### src/rtl/count_pkg.sv
// count_pkg -- shared constants, types and reference next-state function
// for the modulo-12 up/down counter.
//   WIDTH              : data path width of din/count
//   MODULUS            : number of count states (count in 0..MODULUS-1)
//   count_t            : WIDTH-bit count type
//   no_of_transactions : number of random transactions in the verification environment
//   next_count()       : pure next-state function (count, load, up_down, din)
package count_pkg;

    localparam int WIDTH   = 4;
    localparam int MODULUS = 12;

    typedef logic [WIDTH-1:0] count_t;

    // Verification environment only; the RTL never reads it.
    localparam int no_of_transactions = 500;

    // Load wins over stepping; out-of-range load values collapse to 0 so the
    // count can never leave 0..MODULUS-1.
    function automatic count_t next_count(input count_t cur, input logic load,
                                          input logic up_down, input count_t din);
        count_t nxt;
        if (load)
            nxt = (int'(din) < MODULUS) ? din : '0;
        else if (up_down)
            nxt = (int'(cur) == MODULUS - 1) ? '0 : count_t'(cur + 1'b1);
        else
            nxt = (cur == '0) ? count_t'(MODULUS - 1) : count_t'(cur - 1'b1);
        return nxt;
    endfunction

endpackage

### src/rtl/rtl_counter.sv
// rtl_counter -- loadable up/down modulo-MODULUS counter.
// Ports:
//   clk     : rising-edge clock
//   resetn  : asynchronous reset, active HIGH (1 = reset asserted)
//   din     : parallel load value (values >= MODULUS load as 0)
//   load    : 1 = load din on the next rising edge (beats up_down)
//   up_down : step direction, 1 = up, 0 = down
//   count   : registered count, always in 0..MODULUS-1
// Legal configuration: 2 <= MODULUS <= 2**WIDTH.
module rtl_counter #(
    parameter int WIDTH   = count_pkg::WIDTH,
    parameter int MODULUS = count_pkg::MODULUS
) (
    input  logic             clk,
    input  logic             resetn,
    input  logic [WIDTH-1:0] din,
    input  logic             load,
    input  logic             up_down,
    output logic [WIDTH-1:0] count
);
    import count_pkg::*;

    // One extra bit so MODULUS == 2**WIDTH is still representable.
    localparam logic [WIDTH:0]   MOD_W = (WIDTH+1)'(MODULUS);
    localparam logic [WIDTH-1:0] MAXV  = WIDTH'(MODULUS - 1);

    logic [WIDTH-1:0] nxt;

    // Wrap is an explicit compare against MAXV/0 rather than binary
    // overflow, so states MODULUS..2**WIDTH-1 are unreachable.
    always_comb begin
        nxt = count;
        if (load)
            nxt = ({1'b0, din} < MOD_W) ? din : '0;
        else if (up_down)
            nxt = (count == MAXV) ? '0 : count + 1'b1;
        else
            nxt = (count == '0) ? MAXV : count - 1'b1;
    end

    always_ff @(posedge clk or posedge resetn) begin
        if (resetn)
            count <= '0;
        else
            count <= nxt;
    end

endmodule

### config.mk
export PLATFORM = sky130hd
export DESIGN_NAME = rtl_counter
export DESIGN_NICKNAME = d
export VERILOG_FILES = /design/src/rtl/count_pkg.sv /design/src/rtl/rtl_counter.sv
export SDC_FILE = /design/constraint.sdc
export NUM_CORES = 1
export LEC_CHECK = 0
export ABC_CLOCK_PERIOD_IN_PS = 3600
export BUFFER_PORTS_ARGS = -buffer_cell sky130_fd_sc_hd__buf_2
export CAP_MARGIN = 20
export CORE_AREA = 2 2 39 41
export CTS_BUF_LIST = sky130_fd_sc_hd__clkbuf_4 sky130_fd_sc_hd__clkbuf_8
export DETAILED_ROUTE_END_ITERATION = 6
export DIE_AREA = 0 0 41 43
export GPL_ROUTABILITY_DRIVEN = 0
export HOLD_SLACK_MARGIN = 0.03
export PLACE_DENSITY = 0.48
export SYNTH_ARGS = -nofsm -noshare
export SYNTH_HDL_FRONTEND = slang
export SYNTH_SLANG_ARGS = --single-unit
### constraint.sdc
create_clock -name clk -period 3.6 [get_ports clk]
set_clock_uncertainty 0.2 [all_clocks]
set_input_delay 0.54 -clock clk [delete_from_list [all_inputs] [get_ports clk]]
set_output_delay 0.54 -clock clk [all_outputs]
set_load 0.01 [all_outputs]
* After elaboration in Yosys (flattened, before gate mapping) *
Index checks and enable logic that the tools add are counted.
Widths: inputs -> output; s select.

storage, ports and cells
  register bits = 4
  input port bits = 8
  output and inout bits = 4
  logic and storage cells = 11

operators by class
  $add $sub $neg = 2
  order comparisons = 1
  equal/unequal tests = 1
  mux-type cells = 5
  reduce and logical (&&, ||, !) cells = 1

operators with widths
  cell                 count
  $mux 4               5
  $add 4x1->4 const B  1
  $eq 4x4->1 const B   1
  $logic_not 4->1      1
  $lt 4x4->1 const B   1
  $sub 4x1->4 const B  1

* Depth between registers and ports, before layout *
  depth in word-level cells = 4
  depth in mapped cells = 6

* Worst setup path before layout *
No wires, ideal clock.

  path type = register to register
  start point = register count[2]
  end point = register count[3]
  setup time = 133 ps
  data arrival time = 1,160 ps
  setup slack = 2,107 ps
  cell stages (with the launch flop) = 5
  buffers on the path = 0
  period minus slack after synthesis = 1,493 ps
  cells stage by stage = dfrtp_1 nand2b_1 or3_1 a31oi_1 o32ai_1

between the ends
  cells in the longest elaborated chain, start to end = 4
  elaborated cells between the ends (all ways) = 8
  those cells by class = add/sub (2); eq/ne (1); mux (4); reduce/logical (1)

ends and longest elaborated chain
  item                                 RTL line                              RTL
  start: declaration                   rtl_counter.sv:19                     output logic [WIDTH-1:0] count
  start signal: assignment             rtl_counter.sv:45                     count <= nxt;
  $sub 4x1->4 (tied with other cells)  rtl_counter.sv:38                     nxt = (count == '0) ? MAXV : count - 1'b1;
  $mux 4 (on tied branches)            rtl_counter.sv:38, rtl_counter.sv:36
  $mux 4 *                             rtl_counter.sv:35                     else if (up_down)
  $mux 4 *                             rtl_counter.sv:33                     if (load)
  named net nxt[3]                     rtl_counter.sv:27                     logic [WIDTH-1:0] nxt;

The timed path passes the listed nets; every way through them passes the cells marked *.

* Final worst setup path *
  start point = register count[3]
  end point = output port count[3]

No word-level cell between the ends.

==> results.json <==
{
  "outcome": "complete, no violations",
  "setup_slack_ns": 1.99,
  "final_util_pct": 29.6,
  "slew_headroom_pct": 83.8,
  "crit_type": "reg2out",
  "post-route-min-period_ns": 1.61,
  "syn_inst": 39,
  "path_cells": "buf_2",
  "busiest_layer": "met1",
  "cts-root-buf": "clkbuf_4",
  "powerDensity_mw_per_mm2": 466,
  "reg2reg_depth": 4,
  "cpMaxStageDelayCell": "dfrtp_1",
  "critPathLaunchType": "flip-flop",
  "numCtsBuffers": 3,
  "diodes": 0,
  "cts_sinks": 4,
  "post-place-ws_ns": 2.02,
  "r2r_end": "count[3]",
  "postRouteAntennaNets": 0,
  "max_cap_violations": 0,
  "cpLargestDelayFamily": "flip-flops",
  "cts.clk_slew.worst_paths_ns": 0.04,
  "syn_to_final_growth_pct": 34.0,
  "path_buf_inv": 1,
  "vdd_drop_max_mv": 0.259,
  "die_x_um": 41,
  "r2r_setup_slack_ns": 2.03,
  "syn_nets": 49,
  "start_util_pct": 22.1,
  "die_h_um": 43,
  "final_layout_size_suffix_gt1_share_pct": 26.4,
  "num-fill-cells": 154,
  "grt_use_met1_pct": 13.6,
  "hold_viol_final": 0,
  "cp_data_required_time_ns": 2.86,
  "viasPerCell": 4.57,
  "yosysWarnings": 0,
  "min_period_over_period_pct": 44.8,
  "htree_levels": 1,
  "largest_register_ffs": 4,
  "grt-ovfl-total": 0,
  "ys_seq_area_share_pct": 32.8,
  "r2r-start": "count[2]",
  "syn_area_sq_um": 305,
  "setup_violations": 0,
  "drt-total-wl_um": 688,
  "grt_max_degree": 9,
  "path_depth": 1,
  "multi_input_area_sq_um": 190,
  "slowest_delay_ns": 0.46,
  "endpoint": "count[3]",
  "pwr-share-clk_pct": 29.1,
  "grt_pass1_wl_um": 1150,
  "top_register": "count",
  "port-buffer-count": 11,
  "regArea_sq_um": 100,
  "worst-path-max-fanout": 7,
  "cts_tree": "built",
  "seqPwrFrac_pct": 35.9,
  "synth_cell_types": 19,
  "clkLatencyLatePin_ns": 0.23,
  "avgSynthCellArea_sq_um": 7.83,
  "power.internal_w": 0.000123,
  "die-area_sq_mm": 0.00176,
  "grt_pass1_vias": 279,
  "num_vias": 315,
  "synth_top_area_share_pct": 32.8,
  "end_kind": "output pin",
  "crit_start": "count[3]",
  "core_sq_mm": 0.00138,
  "crit_arrival_ns": 0.87,
  "synth.largest_area_cell": "dfrtp_1",
  "io_pins": 12,
  "first_pass_iters": 4,
  "ys_ff_latch": 4,
  "cts_setup_buffers": 0,
  "finalNetCount": 65,
  "yosys-top-cells-area": "dfrtp_1, ha_1, o21ai_0, nand2b_1, nand2_1",
  "clockBufferDepth": 2,
  "slew_violations": 0,
  "rows": 14,
  "antenna_found_initial": 0,
  "rsz0062_at_grt": "no",
  "wl_per_cell_um": 9.97,
  "grt_use_met3_pct": 6.28,
  "switching_share_pct": 35.7,
  "finalPower_w": 0.000191,
  "drt_iter0_markers": 10,
  "grt.total_usage_pct": 9.97,
  "finalSetupTns_ns": 0,
  "hp-class": "in2reg",
  "leakage_nw": 0.196,
  "drc": 0,
  "max_freq_ghz": 0.620,
  "pwr-share-comb_pct": 34.9,
  "top_regs": "count x4",
  "grt_use_met2_pct": 13.1,
  "max_slew.worst_pin.slew_ns": 0.242,
  "p_sw_w": 0.0000680
}
==> worst min-delay path by stage <==
stage	depth (start not counted)	end	slack (ns)	from
after floorplan	1	count[0]	0.11	resetn
after global placement	2	count[1]	0.22	resetn
after detailed placement	2	count[1]	0.22	resetn
after CTS	2	count[3]	0.32	din[2]
after global routing	2	count[3]	0.33	din[2]
final	2	count[3]	0.33	din[2]
==> synth_stat cells <==
| cell type | n |
|---|---|
| a21boi_0 | 1 |
| clkbuf_1 | 1 |
| or3_1 | 1 |
| dfrtp_1 | 4 |
| a21oi_1 | 2 |
| xor2_1 | 1 |
| a31oi_1 | 1 |
| xnor2_1 | 1 |
| nand3b_1 | 1 |
| nand2b_1 | 3 |
| o32ai_1 | 1 |
| nand3_1 | 2 |
| inv_1 | 3 |
| nand2_1 | 4 |
| o21ai_0 | 5 |
| o31ai_1 | 1 |
| mux2i_1 | 1 |
| nor2_1 | 4 |
| ha_1 | 2 |
==> per-layer routing <==
layer  share of wire, %  up-vias
met1                 49      135
li1                   -      164
met5                  0        -
met2                 41       16
met4                  0        0
met3                 10        0
==> layout make-up <==
type	count	area share, %
multi-input combinational	31	46.5
sequential	4	24.5
timing repair buffer	12	15.9
clock buffer	3	5.50
tap	16	4.89
inverter	3	2.75
==> logic make-up (layout without fill, tap and decap cells) <==
kind of cell / after synthesis / count (layout) / synth area share (%)
AND/OR/NAND/NOR: 15 / 15 / 23.8
AO/OA/AOI/OAI: 11 / 11 / 21.3
flip-flops: 4 / 4 / 32.8
buffers and inverters: 4 / 18 / 4.92
adder cells (fa/ha/maj): 2 / 2 / 8.20
XOR/XNOR: 2 / 2 / 5.74
multiplexers: 1 / 1 / 3.28
==> per-stage QoR <==
stage | area [sq um] | std cells | hold slack [ns]
2_1_floorplan | 305 | 39 | 0.106
3_3_place_gp | 377 | 65 | 0.221
3_5_place_dp | 377 | 65 | 0.222
4_1_cts | 409 | 69 | 0.318
5_1_grt | 409 | 69 | 0.331
6_report | 409 | 69 | 0.326
==> repair_timing <==
item	CTS	global route
gates resized for setup	0	0
endpoints found under the hold margin	4	0
hold buffers	1	0
==> cells in the final DEF, fill, tap and decap left out <==
master | Yosys | final
dfrtp_1 | 4 | 4
nand2b_1 | 3 | 3
ha_1 | 2 | 2
nor2_1 | 4 | 4
o31ai_1 | 1 | 1
o21ai_0 | 5 | 5
o32ai_1 | 1 | 1
mux2i_1 | 1 | 1
xor2_1 | 1 | 1
dlygate4sd3_1 | 0 | 1
nand3_1 | 2 | 2
a31oi_1 | 1 | 1
xnor2_1 | 1 | 1
nand2_1 | 4 | 4
a21boi_0 | 1 | 1
or3_1 | 1 | 1
buf_2 | 0 | 11
clkbuf_4 | 0 | 3
a21oi_1 | 2 | 2
nand3b_1 | 1 | 1
inv_1 | 3 | 3
==> power by group through the flow <==
| stage | Combinational (W) | Clock [W] | Sequential, W |
|---|---|---|---|
| finish | 0.0000666 | 0.0000556 | 0.0000686 |
| global route | 0.0000778 | 0.0000646 | 0.0000701 |
| CTS | 0.0000673 | 0.0000588 | 0.0000685 |
| detailed placement | 0.0000661 | 0 | 0.0000691 |
| global placement | 0.0000669 | 0 | 0.0000693 |
| floorplan | 0.0000401 | 0 | 0.0000701 |
Power figures use the tool's default switching activity.
